$ cat src/rtl/lcd_hd44780_ctrl.sv
// HD44780 character-LCD write controller: power-up init sequence, then software command/data transfers.
// Latency: a GO edge seen in IDLE enters SETUP (RS/DATA driven) on the next posedge; EN rises SETUP_CYC later.
// Backpressure: one request is buffered while busy; a further request is dropped and sets sticky o_overflow.
module lcd_hd44780_ctrl #(
  parameter int unsigned PWRUP_CYC = 750000,
  parameter int unsigned SETUP_CYC = 3,
  parameter int unsigned EN_CYC    = 12,
  parameter int unsigned HOLD_CYC  = 2,
  parameter int unsigned WAIT_CYC  = 2000,
  parameter int unsigned CLR_CYC   = 82000,
  parameter int unsigned CNT_W     = 20
) (
  input  logic        i_clk,
  input  logic        i_reset_n,
  input  logic [31:0] i_io_lcd,
  output logic [7:0]  o_lcd_data,
  output logic        o_lcd_rs,
  output logic        o_lcd_rw,
  output logic        o_lcd_en,
  output logic        o_lcd_on,
  output logic        o_busy,
  output logic        o_overflow
);

  typedef enum logic [2:0] {
    S_PWRUP, S_IDLE, S_SETUP, S_PULSE, S_HOLD, S_WAIT
  } state_t;

  // Timer reload values: a state lasting N cycles is entered with N-1 and exits at 0.
  localparam logic [CNT_W-1:0] L_PWRUP = CNT_W'(PWRUP_CYC - 1);
  localparam logic [CNT_W-1:0] L_SETUP = CNT_W'(SETUP_CYC - 1);
  localparam logic [CNT_W-1:0] L_EN    = CNT_W'(EN_CYC - 1);
  localparam logic [CNT_W-1:0] L_HOLD  = CNT_W'(HOLD_CYC - 1);
  localparam logic [CNT_W-1:0] L_WAIT  = CNT_W'(WAIT_CYC - 1);
  localparam logic [CNT_W-1:0] L_CLR   = CNT_W'(CLR_CYC - 1);
  localparam logic [CNT_W-1:0] L_ONE   = CNT_W'(1);

  state_t           r_state;
  state_t           w_state_nxt;
  logic [CNT_W-1:0] r_timer;
  logic [CNT_W-1:0] w_timer_nxt;
  logic             w_tmr_done;

  logic             r_prev_go;
  logic             w_edge;
  logic [8:0]       w_req_word;

  logic             r_init;
  logic             w_init_nxt;
  logic [1:0]       r_init_idx;
  logic [1:0]       w_init_idx_nxt;

  logic             r_pend_vld;
  logic [8:0]       r_pend_word;
  logic             w_pend_vld_nxt;
  logic [8:0]       w_pend_word_nxt;
  logic             w_pend_take;
  logic             w_direct;
  logic             w_drop;

  logic             w_load_xfer;
  logic [8:0]       w_xfer_nxt;
  logic             w_is_clr;

  logic             w_unused;

  assign w_unused   = ^{i_io_lcd[30:12], i_io_lcd[9]};
  assign o_lcd_rw   = 1'b0;

  assign w_edge     = i_io_lcd[10] & ~r_prev_go;
  assign w_req_word = {i_io_lcd[8], i_io_lcd[7:0]};
  assign w_tmr_done = (r_timer == '0);

  // Clear/home commands need the long execution wait.
  assign w_is_clr   = ~o_lcd_rs &
                      ((o_lcd_data == 8'h01) | (o_lcd_data == 8'h02) | (o_lcd_data == 8'h03));

  function automatic logic [7:0] init_byte(input logic [1:0] idx);
    case (idx)
      2'd0:    init_byte = 8'h38;
      2'd1:    init_byte = 8'h0C;
      2'd2:    init_byte = 8'h01;
      default: init_byte = 8'h06;
    endcase
  endfunction

  // Next-state, timer reload, init sequencing and transfer-word selection.
  always_comb begin
    w_state_nxt    = r_state;
    w_timer_nxt    = w_tmr_done ? r_timer : (r_timer - L_ONE);
    w_load_xfer    = 1'b0;
    w_xfer_nxt     = {o_lcd_rs, o_lcd_data};
    w_init_nxt     = r_init;
    w_init_idx_nxt = r_init_idx;
    w_direct       = 1'b0;
    w_pend_take    = 1'b0;
    case (r_state)
      S_PWRUP: begin
        if (w_tmr_done) begin
          w_state_nxt = S_SETUP;
          w_timer_nxt = L_SETUP;
          w_load_xfer = 1'b1;
          w_xfer_nxt  = {1'b0, init_byte(r_init_idx)};
        end
      end
      S_IDLE: begin
        if (w_edge) begin
          w_state_nxt = S_SETUP;
          w_timer_nxt = L_SETUP;
          w_load_xfer = 1'b1;
          w_xfer_nxt  = w_req_word;
          w_direct    = 1'b1;
        end
      end
      S_SETUP: begin
        if (w_tmr_done) begin
          w_state_nxt = S_PULSE;
          w_timer_nxt = L_EN;
        end
      end
      S_PULSE: begin
        if (w_tmr_done) begin
          w_state_nxt = S_HOLD;
          w_timer_nxt = L_HOLD;
        end
      end
      S_HOLD: begin
        if (w_tmr_done) begin
          w_state_nxt = S_WAIT;
          w_timer_nxt = w_is_clr ? L_CLR : L_WAIT;
        end
      end
      S_WAIT: begin
        if (w_tmr_done) begin
          if (r_init) begin
            w_init_idx_nxt = r_init_idx + 2'd1;
            if (r_init_idx != 2'd3) begin
              w_state_nxt = S_SETUP;
              w_timer_nxt = L_SETUP;
              w_load_xfer = 1'b1;
              w_xfer_nxt  = {1'b0, init_byte(r_init_idx + 2'd1)};
            end else begin
              w_init_nxt = 1'b0;
            end
          end
          // Once init is over, serve the buffered request first, then a same-cycle edge.
          if (!r_init || (r_init_idx == 2'd3)) begin
            if (r_pend_vld) begin
              w_state_nxt = S_SETUP;
              w_timer_nxt = L_SETUP;
              w_load_xfer = 1'b1;
              w_xfer_nxt  = r_pend_word;
              w_pend_take = 1'b1;
            end else if (w_edge) begin
              w_state_nxt = S_SETUP;
              w_timer_nxt = L_SETUP;
              w_load_xfer = 1'b1;
              w_xfer_nxt  = w_req_word;
              w_direct    = 1'b1;
            end else begin
              w_state_nxt = S_IDLE;
            end
          end
        end
      end
      default: begin
        w_state_nxt = S_PWRUP;
        w_timer_nxt = L_PWRUP;
      end
    endcase
  end

  // Pending buffer: an edge not started directly is buffered if free, otherwise dropped.
  always_comb begin
    w_pend_vld_nxt  = r_pend_vld;
    w_pend_word_nxt = r_pend_word;
    w_drop          = w_edge & ~w_direct & r_pend_vld;
    if (w_pend_take) begin
      w_pend_vld_nxt = 1'b0;
    end else if (w_edge && !w_direct && !r_pend_vld) begin
      w_pend_vld_nxt  = 1'b1;
      w_pend_word_nxt = w_req_word;
    end
  end

  // State, timer, init progress and pending buffer registers.
  always_ff @(posedge i_clk or negedge i_reset_n) begin
    if (!i_reset_n) begin
      r_state     <= S_PWRUP;
      r_timer     <= L_PWRUP;
      r_prev_go   <= 1'b0;
      r_init      <= 1'b1;
      r_init_idx  <= 2'd0;
      r_pend_vld  <= 1'b0;
      r_pend_word <= 9'd0;
    end else begin
      r_state     <= w_state_nxt;
      r_timer     <= w_timer_nxt;
      r_prev_go   <= i_io_lcd[10];
      r_init      <= w_init_nxt;
      r_init_idx  <= w_init_idx_nxt;
      r_pend_vld  <= w_pend_vld_nxt;
      r_pend_word <= w_pend_word_nxt;
    end
  end

  // Registered LCD pins and status flags, all derived from the next state.
  always_ff @(posedge i_clk or negedge i_reset_n) begin
    if (!i_reset_n) begin
      o_lcd_data <= 8'h00;
      o_lcd_rs   <= 1'b0;
      o_lcd_en   <= 1'b0;
      o_lcd_on   <= 1'b0;
      o_busy     <= 1'b1;
      o_overflow <= 1'b0;
    end else begin
      if (w_load_xfer) begin
        o_lcd_rs   <= w_xfer_nxt[8];
        o_lcd_data <= w_xfer_nxt[7:0];
      end
      o_lcd_en <= (w_state_nxt == S_PULSE);
      o_lcd_on <= i_io_lcd[31];
      o_busy   <= ~((w_state_nxt == S_IDLE) & ~w_pend_vld_nxt);
      if (w_drop) begin
        o_overflow <= 1'b1;
      end else if (i_io_lcd[11]) begin
        o_overflow <= 1'b0;
      end
    end
  end

endmodule

$ cat config.mk
export PLATFORM = sky130hd
export DESIGN_NAME = lcd_hd44780_ctrl
export DESIGN_NICKNAME = d
export VERILOG_FILES = /design/src/rtl/lcd_hd44780_ctrl.sv
export SDC_FILE = /design/constraint.sdc
export NUM_CORES = 1
export LEC_CHECK = 0
export BUFFER_PORTS_ARGS = -buffer_cell sky130_fd_sc_hd__buf_2
export CAP_MARGIN = 20
export CORE_UTILIZATION = 60
export DETAILED_ROUTE_END_ITERATION = 7
export PLACE_DENSITY = 0.85
export SYNTH_ARGS = -nofsm -noshare
export SYNTH_HDL_FRONTEND = slang
export SYNTH_SLANG_ARGS = --single-unit
$ cat constraint.sdc
create_clock -name i_clk -period 6.8 [get_ports i_clk]
set_input_delay 0.34 -clock i_clk [delete_from_list [all_inputs] [get_ports i_clk]]
set_output_delay 0.34 -clock i_clk [all_outputs]
set_load 0.1 [all_outputs]
# Word level (Yosys, flattened, before mapping)
# Cells that the tools add are included.
[word_totals] reg_bits=50 inputBits=34 out_inout_bits=14 elab_cells=121
[classes] addsub=2 n_eq_ne=19 muxes=58 n_bitwise=13 n_reduce_logical=16
[op_table] op="two-way mux 20 bit" count=12
[op_table] op="case mux 20 bit (6 select lines)" count=1
[op_table] op="two-way mux 9 bit" count=8
[op_table] op="case mux 6 bit (3 select lines)" count=2
[op_table] op="two-way mux 3 bit" count=9
[op_table] op="case mux 9 bit (3 select lines)" count=1
[op_table] op="zero test 20 bit" count=1
[op_table] op="subtractor 20 x 1 -> 20 bit, second input constant" count=1
[op_table] op="two-way mux 1 bit" count=19
[op_table] op="case mux 3 bit (6 select lines)" count=1
[op_table] op="two-way mux 17 bit" count=1
[op_table] op="== test 8 x 2 -> 1 bit, second input constant" count=2
[op_table] op="== test 3 x 2 -> 1 bit, second input constant" count=3
[op_table] op="== test 8 x 1 -> 1 bit, second input constant" count=1
[op_table] op="inequality test 2 bit, second input constant" count=4
[op_table] op="== test 2 bit, second input constant" count=3
[op_table] op="== test 3 x 1 -> 1 bit, second input constant" count=2
[op_table] op="== test 3 bit, second input constant" count=2
[op_table] op="inverter 1 bit" count=6
[op_table] op="AND 1 bit" count=5
[op_table] op="AND reduction 5 bit" count=1
[op_table] op="== test 2 x 1 -> 1 bit, second input constant" count=2
[op_table] op="zero test 2 bit" count=2
[op_table] op="two-way mux 2 bit" count=2
[op_table] op="other kinds (12)" count=17

# Longest topological paths before layout
[depth] depth_word=15 ltp_mapped=12 ltp_nobuf=11

# Worst setup path before layout
# Ideal clock, no wire load.
[synth_timing] path_type="register to register" from="reg r_timer[0]" to="reg r_timer[0]" setup_ps=111 arrival_ps=2498 required_time_ps=6689 slack_ps=4191 path_stages_with_launch=11 path_buffers=1 synth_period_minus_slack_ps=2609 path_cell_list="dfstp_2 > inv_1 > ha_1 > nor3b_2 > nand3_4 > nor3_4 > inv_2 > buf_2 > ha_1 > or3_1 > o311ai_0"
[synth_via] elab_chain_len=9 elab_cells_between_ends=15 cone_classes="add/sub: 1; mux: 13; reduce/logical: 1"
[synth_rtl] element="start: declaration" line_no="40" rtl="logic [CNT_W-1:0] r_timer;"
[synth_rtl] element="start signal: assignment" line_no="198" rtl="r_timer <= w_timer_nxt;"
[synth_rtl] element="subtractor 20 x 1 -> 20 bit or zero test 20 bit (tied branches)" line_no="90, 72"
[synth_rtl] element="two-way mux 20 bit" line_no="90" rtl="w_timer_nxt = w_tmr_done ? r_timer : (r_timer - L_ONE);"
[synth_rtl] element="two-way mux 20 bit" line_no="137" rtl="if (r_init_idx != 2'd3) begin"
[synth_rtl] element="two-way mux 20 bit" line_no="135" rtl="if (r_init) begin"
[synth_rtl] element="two-way mux 20 bit" line_no="154" rtl="end else if (w_edge) begin"
[synth_rtl] element="two-way mux 20 bit" line_no="148" rtl="if (r_pend_vld) begin"
[synth_rtl] element="two-way mux 20 bit" line_no="147" rtl="if (!r_init || (r_init_idx == 2'd3)) begin"
[synth_rtl] element="two-way mux 20 bit" line_no="134" rtl="if (w_tmr_done) begin"
[synth_rtl] element="case mux 20 bit (6 select lines) (*)" line_no="97" rtl="case (r_state)"
[synth_rtl] element="net w_timer_nxt[0]" line_no="41" rtl="logic [CNT_W-1:0] w_timer_nxt;"
# Mark *: on every way through the listed nets, which the timed path passes. The rest lies on a longest branch.
# A chain may end at the register's enable or synchronous reset.

# Final worst setup path
# Same ends and word-level chain as after synthesis.

==> impl_metrics.csv <==
group,metric,value,unit
global_route,gr-usage-met1,0.356,
worst_setup_path,cp-start-kind,"register",
global_route,busiest_layer,"met2",
sta,worst_slack,3.79,ns
global_route,grt_usage,0.281,
worst_setup_path,slowest_delay,0.49,ns
power_and_ir_drop,power_frac_comb,0.090,
power_and_ir_drop,p_int,0.407,mW
logic_synthesis,yosysTopAreaCell,"dfrtp_1",
worst_setup_path,critical_path_required,7.01,ns
layout,num-nets-final,383,
drt,viasPerCell,6.32,
logic_synthesis,synth-main-ff-cell,"dfrtp_1",
worst_setup_path,cp.arrival,3.21,ns
worst_setup_path,setup.worst_path.end_class,"register",
sta,rsz0062_at_grt,"no",
power_and_ir_drop,ir_worst_vdd,0.000143,V
logic_synthesis,synthArstFlopShare,1.00,
drt,first_pass_iters,5,
worst_setup_path,setup.worst_path.class,"register to register",
logic_synthesis,yosys_warnings,0,
drt,drtAntennaViolNets,0,
worst_setup_path,path_cells,"inv_1, ha_1, nor3b_2, nand3_4, nor3_4, inv_2, ha_1, or3_1, o311ai_0",
cts,clkTransAtPathRegs,0.09,ns
layout,design_area,0.00338,mm^2
place,gp_congestion,0.907,
cts,cts_root_buf,"clkbuf_8",
sta,setup-tns-final,0,ns
place,placed_area,0.00328,mm^2
logic_synthesis,syn-mean-instance-area,9.74,um^2
power_and_ir_drop,powerDensity,161,mW/mm^2
global_route,grt_start_max_net_pins,51,
global_route,grt_pass1_wl,11600,um
worst_setup_path,cpMaxStageDelayCell,"nor3b_2",
logic_synthesis,synth_nets,366,
logic_synthesis,syn_inst,322,
global_route,antenna_found_initial,0,
drt,wl_per_cell,17.4,um
logic_synthesis,synth_area,0.00314,mm^2
layout,drive_gt1_frac,0.250,
power_and_ir_drop,swShare,0.251,
cts,cts_made_buffers,5,
cts,clock-sinks,50,
logic_synthesis,synth_common_cells,"dfrtp_1, nor2_1, mux2_2, o21ai_0, nand2_1",
sta,period_share,0.442,
power_and_ir_drop,power_frac_seq,0.576,
power_and_ir_drop,p_leak,1.40,nW
floorplanning,start_util,0.643,
worst_hold_path,hold_class,"input port to asynchronous set/reset pin",
global_route,met2_usage,0.470,
floorplanning,pin_count,48,
cts,cts-resized-gates,0,
place,io_buffers,26,
sta,clock_skew,0.00982,ns
layout,num_antenna_cells,0,
cts,cts_tree,"yes",
drt,drc,0,
cts,clkLatencyLatePin,0.31,ns
logic_synthesis,ys_top_cells_by_area,"dfrtp_1, dfstp_2, mux2_2",
global_route,gr-total-overflow,0,
layout,area_delta_synth_final,7.78,%
sta,finalCriticalPeriod,3.01,ns
sta,tightest_slew,0.953,ns
drt,initialDrtViolationCount,247,
sta,relSlewSlack,0.363,
place,preCtsSetupSlack,3.84,ns
sta,hold_violations,0,
cts,cts_buffer_depth,2,
logic_synthesis,ys_seq_area_frac,0.405,
power_and_ir_drop,switchingPower,0.137,mW
cts,ctsHoldBuffers,0,
place,place_hpwl,4770,um
sta,fmax,0.332,GHz
drt,wl,7060,um
sta,setup_violations,0,
flow_run,maxCapViolCount,0,
floorplanning,rows,25,
global_route,grt_use_met3,0.0556,
floorplanning,dieHeight,74.3,um
cts,htree_levels,2,
floorplanning,core_area,0.00488,mm^2
floorplanning,dieWidth,74.3,um
logic_synthesis,ys_ff_latch,50,
global_route,grt_pass1_vias,2486,
sta,maxSlewViolCount,0,
drt,vias,2573,
logic_synthesis,netlist.area_leader.share,0.279,
logic_synthesis,synth-edff-count,0,
worst_setup_path,cp_max_fo,16,
floorplanning,dieArea,0.00552,mm^2
cts,cts_setup_buffers,0,
logic_synthesis,ys_types,63,
worst_setup_path,critPathMostFrequentCell,"ha_1",
power_and_ir_drop,clkPwrFrac,0.333,
logic_synthesis,synth_most_common_cell,"dfrtp_1",
status,status,"complete, no violations",
sta,fin_hold_ws,0.119,ns
==> cells in the final DEF (no fill, tap or decap), types with 3 or more instances in the layout <==
| cell | instances |
|---|---|
| dfrtp_1 | 35 |
| nor2_1 | 26 |
| buf_2 | 26 |
| mux2_2 | 22 |
| o21ai_0 | 19 |
| nand2_1 | 18 |
| a21oi_1 | 15 |
| dfstp_2 | 15 |
| xnor2_1 | 11 |
| mux2i_1 | 11 |
| nor3_1 | 10 |
| ha_1 | 10 |
| nand3_1 | 9 |
| inv_1 | 8 |
| a31oi_1 | 6 |
| clkbuf_8 | 6 |
| nor2b_1 | 5 |
| and3_1 | 5 |
| a211oi_1 | 5 |
| o22ai_1 | 5 |
| o211ai_1 | 5 |
| and2_1 | 4 |
| nand2b_1 | 4 |
| nor4_1 | 4 |
| a21boi_0 | 4 |
| a221oi_1 | 3 |
| a22o_1 | 3 |
| buf_4 | 3 |
==> logic make-up (layout without fill, tap and decap cells) <==
kind of cell    after synthesis  in the layout  synth area share
compound gates               83             83             0.181
xor+xnor                     12             12            0.0335
fa+ha+maj                    10             10            0.0399
buf+inv                      28             46            0.0375
flops                        50             50             0.405
mux                          33             33             0.114
other cells                   1              1           0.00120
simple gates                105            105             0.188
==> final cells by class <==
cell class | instances | area, um^2
multi-input combinational | 244 | 1750
inverter | 9 | 33.8
fill | 415 | 1500
clock buffer | 7 | 86.3
tap | 67 | 83.8
timing repair buffer | 29 | 153
clock inverter | 1 | 5.00
sequential | 50 | 1270
==> layer usage <==
metal  vias to the layer above  share of wire
met4                         0          0.020
met2                        86           0.50
met3                        16          0.052
met1                      1250           0.43
li1                       1221              -
met5                         -              0
==> worst max-delay path, delay by kind of cell (launching register included) <==
family | cells | cell delay [ns]
buf+inv | 2 | 0.33
compound gates | 1 | 0.11
flops | 1 | 0.40
simple gates | 4 | 1.55
fa+ha+maj | 2 | 0.52
==> metrics by stage <==
step                      utilization  power (mW)  instances
after floorplan                     -       0.352        322
after global placement          0.672       0.366        398
after detailed placement        0.672       0.368        398
after CTS                       0.691       0.547        406
after global routing            0.693       0.571        407
final                           0.693       0.544        407
==> flip-flops by register name, summed over array words and instances (netlist names) <==
register / cells
o_lcd_on: 1
o_lcd_data: 8
o_lcd_rs: 1
r_init_idx: 2
r_pend_word: 9
r_prev_go: 1
o_lcd_en: 1
r_pend_vld: 1
r_state: 3
o_busy: 1
r_timer: 20
r_init: 1
o_overflow: 1
==> power groups by stage <==
stage	logic, mW	registers (mW)	clock network [mW]
finish	0.0492	0.313	0.181
global route	0.0541	0.315	0.202
CTS	0.0493	0.313	0.184
detailed placement	0.0491	0.319	0
global placement	0.0479	0.319	0
floorplan	0.0228	0.329	0
==> final timing paths <==
kind | cells after the start | from | endpoint | slack (ns)
worst max-delay path | 9 | r_timer[0] | r_timer[0] | 3.79
worst min-delay path | 2 | i_reset_n | o_lcd_on | 0.12
worst max register to register | 9 | r_timer[0] | r_timer[0] | 3.79
worst min register to register | 1 | r_init | r_init | 0.50
max in group asynchronous | 2 | i_reset_n | r_pend_word[2] | 6.25
min in group i_clk | 1 | i_io_lcd[31] | o_lcd_on | 0.13
Power figures use the tool's default switching activity.
